**src/rtl/rf_pkg.sv**
```systemverilog
// Shared constants and types for the register-file writeback controller.
package rf_pkg;
  localparam int ADDR_W   = 5;
  localparam int DATA_W   = 32;
  localparam int NUM_REGS = 1 << ADDR_W;

  typedef enum logic {
    SRC_ALU = 1'b0,
    SRC_MC  = 1'b1
  } src_e;
endpackage

```
**src/rtl/rr_arb2.sv**
```systemverilog
// Two-way round-robin arbiter; req/gnt bit 0 is the ALU, bit 1 is the MC unit.
module rr_arb2
  import rf_pkg::*;
(
  input  logic       clk,
  input  logic       rst_n,
  input  logic [1:0] req_i,
  output logic [1:0] gnt_o
);

  src_e last_q, last_d;

  // A grant is always a transfer, because ready is only asserted toward a valid source.
  always_comb begin
    gnt_o  = req_i;
    last_d = last_q;
    if (req_i == 2'b11) gnt_o = (last_q == SRC_MC) ? 2'b01 : 2'b10;
    if (gnt_o[0])      last_d = SRC_ALU;
    else if (gnt_o[1]) last_d = SRC_MC;
  end

  always_ff @(posedge clk or negedge rst_n) begin
    if (!rst_n) last_q <= SRC_MC;
    else        last_q <= last_d;
  end

endmodule

```
**src/rtl/rf_wb_ctrl.sv**
```systemverilog
// RF writeback controller: arbitrates ALU/MC results onto the single write port,
// tracks outstanding MC destinations and flags decode read hazards.
module rf_wb_ctrl
  import rf_pkg::*;
(
  input  logic                clk,
  input  logic                rst_n,
  input  logic                alu_valid,
  output logic                alu_ready,
  input  logic [ADDR_W-1:0]   alu_addr,
  input  logic [DATA_W-1:0]   alu_data,
  input  logic                mc_valid,
  output logic                mc_ready,
  input  logic [ADDR_W-1:0]   mc_addr,
  input  logic [DATA_W-1:0]   mc_data,
  input  logic                issue_valid,
  input  logic [ADDR_W-1:0]   issue_addr,
  input  logic [ADDR_W-1:0]   RsAddr,
  input  logic [ADDR_W-1:0]   RtAddr,
  output logic                stall,
  output logic [ADDR_W-1:0]   RdAddr,
  output logic [DATA_W-1:0]   RdData,
  output logic                RegWrite,
  output logic [NUM_REGS-1:0] busy
);

  logic [1:0]          gnt;
  logic                alu_xfer, mc_xfer;
  logic [ADDR_W-1:0]   rd_addr_q, rd_addr_d;
  logic [DATA_W-1:0]   rd_data_q, rd_data_d;
  logic                we_q, we_d;
  logic [NUM_REGS-1:0] busy_q, busy_d;

  rr_arb2 u_arb (
    .clk   (clk),
    .rst_n (rst_n),
    .req_i ({mc_valid, alu_valid}),
    .gnt_o (gnt)
  );

  assign alu_ready = gnt[0];
  assign mc_ready  = gnt[1];
  assign alu_xfer  = alu_valid & alu_ready;
  assign mc_xfer   = mc_valid & mc_ready;

  always_comb begin
    rd_addr_d = rd_addr_q;
    rd_data_d = rd_data_q;
    we_d      = 1'b0;
    if (alu_xfer) begin
      rd_addr_d = alu_addr;
      rd_data_d = alu_data;
      we_d      = (alu_addr != '0);
    end else if (mc_xfer) begin
      rd_addr_d = mc_addr;
      rd_data_d = mc_data;
      we_d      = (mc_addr != '0);
    end
  end

  // Set is applied after clear so a re-issue to the retiring address stays busy.
  always_comb begin
    busy_d = busy_q;
    if (mc_xfer)     busy_d[mc_addr]    = 1'b0;
    if (issue_valid) busy_d[issue_addr] = 1'b1;
    busy_d[0] = 1'b0;
  end

  always_ff @(posedge clk or negedge rst_n) begin
    if (!rst_n) begin
      rd_addr_q <= '0;
      rd_data_q <= '0;
      we_q      <= 1'b0;
      busy_q    <= '0;
    end else begin
      rd_addr_q <= rd_addr_d;
      rd_data_q <= rd_data_d;
      we_q      <= we_d;
      busy_q    <= busy_d;
    end
  end

  assign RdAddr   = rd_addr_q;
  assign RdData   = rd_data_q;
  assign RegWrite = we_q;
  assign busy     = busy_q;

  // The RF write lands in the low phase, so a same-cycle read would see the stale value.
  function automatic logic hazard(input logic [ADDR_W-1:0] a,
                                  input logic [NUM_REGS-1:0] bz,
                                  input logic we, input logic [ADDR_W-1:0] wa);
    return (a != '0) && (bz[a] || (we && (wa == a)));
  endfunction

  assign stall = hazard(RsAddr, busy_q, we_q, rd_addr_q) |
                 hazard(RtAddr, busy_q, we_q, rd_addr_q);

  a_alu_not_busy: assert property (@(posedge clk) disable iff (!rst_n)
    !(alu_xfer && (alu_addr != '0) && busy_q[alu_addr]));

endmodule

```
**config.mk**
```make
export PLATFORM = sky130hd
export DESIGN_NAME = rf_wb_ctrl
export DESIGN_NICKNAME = d
export VERILOG_FILES = /design/src/rtl/rf_pkg.sv /design/src/rtl/rr_arb2.sv /design/src/rtl/rf_wb_ctrl.sv
export SDC_FILE = /design/constraint.sdc
export NUM_CORES = 1
export LEC_CHECK = 0
export CAP_MARGIN = 5
export CORE_UTILIZATION = 46
export DETAILED_ROUTE_END_ITERATION = 10
export GPL_ROUTABILITY_DRIVEN = 1
export GPL_TIMING_DRIVEN = 0
export PLACE_DENSITY = 0.95
export SLEW_MARGIN = 20
export SYNTH_ARGS = -nofsm -noshare
export SYNTH_HDL_FRONTEND = slang
export SYNTH_SLANG_ARGS = --single-unit
```
**constraint.sdc**
```tcl
create_clock -name clk -period 2.6 [get_ports clk]
set_input_delay 0.26 -clock clk [delete_from_list [all_inputs] [get_ports clk]]
set_output_delay 0.26 -clock clk [all_outputs]
set_load 0.1 [all_outputs]
```
==> impl_metrics.tcl <==
set metrics [dict create \
    synth.area.top_cells "dfrtp_1 46%, o21ai_0 13%, mux2i_1 11%" \
    slew_headroom 0.315 \
    die_height_um 92.6 \
    post-route-period-util 0.999 \
    area_growth_pct 54.0 \
    rsz0062_at_grt "yes" \
    wl_met2_mm 6.93 \
    dr.pass1.iters 6 \
    seqPwrFrac 0.287 \
    p_switching_mw 2.77 \
    io_pins 167 \
    synthMostInstantiatedCell "o21ai_0" \
    slowest_delay_ps 530 \
    dpl.hpwl_mm 10.0 \
    total_power_mw 5.37 \
    dieArea_um2 8580 \
    ys_ff_latch 70 \
    via_per_inst 5.96 \
    yosysSeqAreaShare 0.464 \
    core_area_um2 7850 \
    yosysTopAreaCellShare 0.457 \
    drv_slew 0 \
    switching_share 0.515 \
    period_needed_ps 2600 \
    synth_common_cells "99 x o21ai_0, 69 x dfrtp_1, 50 x nand2_1" \
    synth_edf_count 0 \
    grt-ovfl-total 0 \
    cellInternalPower_mw 2.60 \
    grt_pass1_vias 3968 \
    p_leak_nw 2.29 \
    path_delay_family "multiplexers" \
    cts.reportedPaths.clkPinSlew_ps 80 \
    portBuffers 157 \
    pwr-share-comb 0.550 \
    arrival_ps 2340 \
    synthFlopType "dfrtp_1" \
    rrSetupSlack_ps 630 \
    n_antenna_cell 0 \
    detail_route.wl_per_cell_um 20.9 \
    vdd_drop_max_mv 0.684 \
    synth_top_cell_by_area "dfrtp_1" \
    skew_ps 7.64 \
    cp-start-kind "flop" \
    rows 32 \
    cts_buffers 9 \
    syn_inst 364 \
    htree_levels 3 \
    p_per_area_nw_per_um2 923 \
    cts_sinks 70 \
    synthArstFlopShare 1.00 \
    setup_viol 0 \
    drcViolationCount 0 \
    max_freq_mhz 385 \
    synth_area_per_cell_um2 10.4 \
    crit_type "flop to output pin" \
    synth_cell_types 39 \
    fillerInstances 550 \
    p_clk_frac 0.163 \
    cp.required_ps 2340 \
    holdCritPathClass "input pin to asynchronous set/reset pin" \
    initial_core_util 0.482 \
    routed.top_layer "met4" \
    tightest_slew_ps 1020 \
    routed-via-count 3850 \
    grt_max_degree 40 \
    wl_mm 13.5 \
    grt_pass1_wl_mm 20.5 \
    met3_length_mm 1.17 \
    drive_gt1_frac 0.171 \
    gp_congestion 0.914 \
    ys_warn_count 0 \
    slowest_stage "mux4_2" \
    cts_tree "built" \
    die_w_um 92.6 \
    crit_top_cell "mux4_2" \
    ant_nets 0 \
    clock_path_buffers 2 \
    nets 633 \
    cp_cell_sequence "mux4_2, mux4_2, nor3b_4, o32ai_4, buf_12" \
    reg2reg_depth 5 \
    drv_cap 0 \
    track_usage 0.318 \
    critPathBufInv 1 \
    critPathMaxFanout 3 \
    antenna_found_initial 0 \
    reg2reg_to "busy[3]" \
    end_kind "output pin" \
    cts_root_buf "clkbuf_8" \
    netlist_area_um2 3780 \
    hold_violations 0 \
    drt_iter0_drc 289 \
    fin_tns_setup_ps 0 \
    syn-num-nets 458 \
    drt-met1-wl_mm 4.85 \
    timing.rr.start "u_arb.last_q" \
    clk_latency_ps 350 \
    status "complete, no violations" \
]
## cell usage in the layout (no fill, tap or decap), drive strengths merged
master	count
and2	1
nand3b	9
a32oi	2
nor3	3
dlygate4sd2	1
buf	19
nand2	50
or3b	4
or4	2
o32ai	1
dlygate4sd3	1
clkinv	2
nor2	7
inv	2
bufinv	1
xnor2	5
nand3	6
o21ai	99
dfstp	1
clkdlybuf4s50	151
mux4	16
conb	1
nor4b	1
xor2	4
nand2b	1
and3	1
clkinvlp	1
dfrtp	69
o31ai	1
or3	2
clkdlybuf4s15	1
or2	2
nor4	3
nor3b	2
o2111ai	1
a21boi	1
a21oi	2
nor2b	1
clkbuf	27
mux2i	40
## sequential cells by signal (all words and copies together) (netlist names)
name,cells
RdAddr,5
RdData,32
RegWrite,1
busy,31
u_arb.last_q,1
## cells by family (layout without fill, tap and decap cells)
group,Yosys count,count (layout),share of synthesized area
compound gates,107,107,0.147
xor+xnor,9,9,0.0209
buf+inv,26,206,0.0361
flops,70,70,0.464
mux,56,56,0.205
other cells,1,1,0.000992
simple gates,95,95,0.126
## layout make-up
class                           count  area (µm²)  area share
Buffer                             24         130      0.0224
Clock buffer                       12         145      0.0249
Clock inverter                      4        47.5     0.00817
Inverter                            2        7.51     0.00129
Multi-Input combinational cell    268        1930       0.331
Sequential cell                    70        1790       0.308
Tap cell                          102         128      0.0219
Timing Repair Buffer              164        1640       0.282
## metal layers
| metal | vias up | GRT usage |
|---|---|---|
| met1 | 1866 | 0.384 |
| met4 | 0 | 0.147 |
| met5 | - | 0 |
| met2 | 260 | 0.542 |
| met3 | 50 | 0.0690 |
| li1 | 1674 | - |
## power groups by stage
stage | clock network [mW] | logic, mW | registers (mW)
global route | 0.928 | 3.04 | 1.56
floorplan | 0 | 0.536 | 3.06
CTS | 0.888 | 2.95 | 1.53
global placement | 0 | 2.83 | 1.54
detailed placement | 0 | 2.88 | 1.56
finish | 0.878 | 2.95 | 1.54
## worst max-delay path by stage
stage | from | endpoint | cells past startpoint
detailed placement | RtAddr[0] | stall | 8
floorplan | busy[5] | stall | 5
global placement | rst_n | RdAddr[1] | 1
CTS | busy[29] | stall | 5
global route | busy[27] | stall | 5
finish | busy[29] | stall | 5
## stage by stage
step	util	instance area (µm²)	instances	hold slack, ps	setup slack [ps]
floorplan	-	3840	364	-35.6	8.65
global placement	0.706	5540	623	501	-1210
detailed placement	0.708	5550	624	226	-1140
CTS	0.741	5810	646	390	-8.53
global route	0.742	5820	646	428	-46.6
finish	0.742	5820	646	406	3.17
## timing repair
item,CTS,global route
pin swaps,3,1
hold endpoints to repair,31,0
hold buffers,1,0
gates resized for setup,30,1
setup buffers,5,0
setup endpoints to repair,3,1
gates cloned,0,0
(Power assumes the default switching activity.)
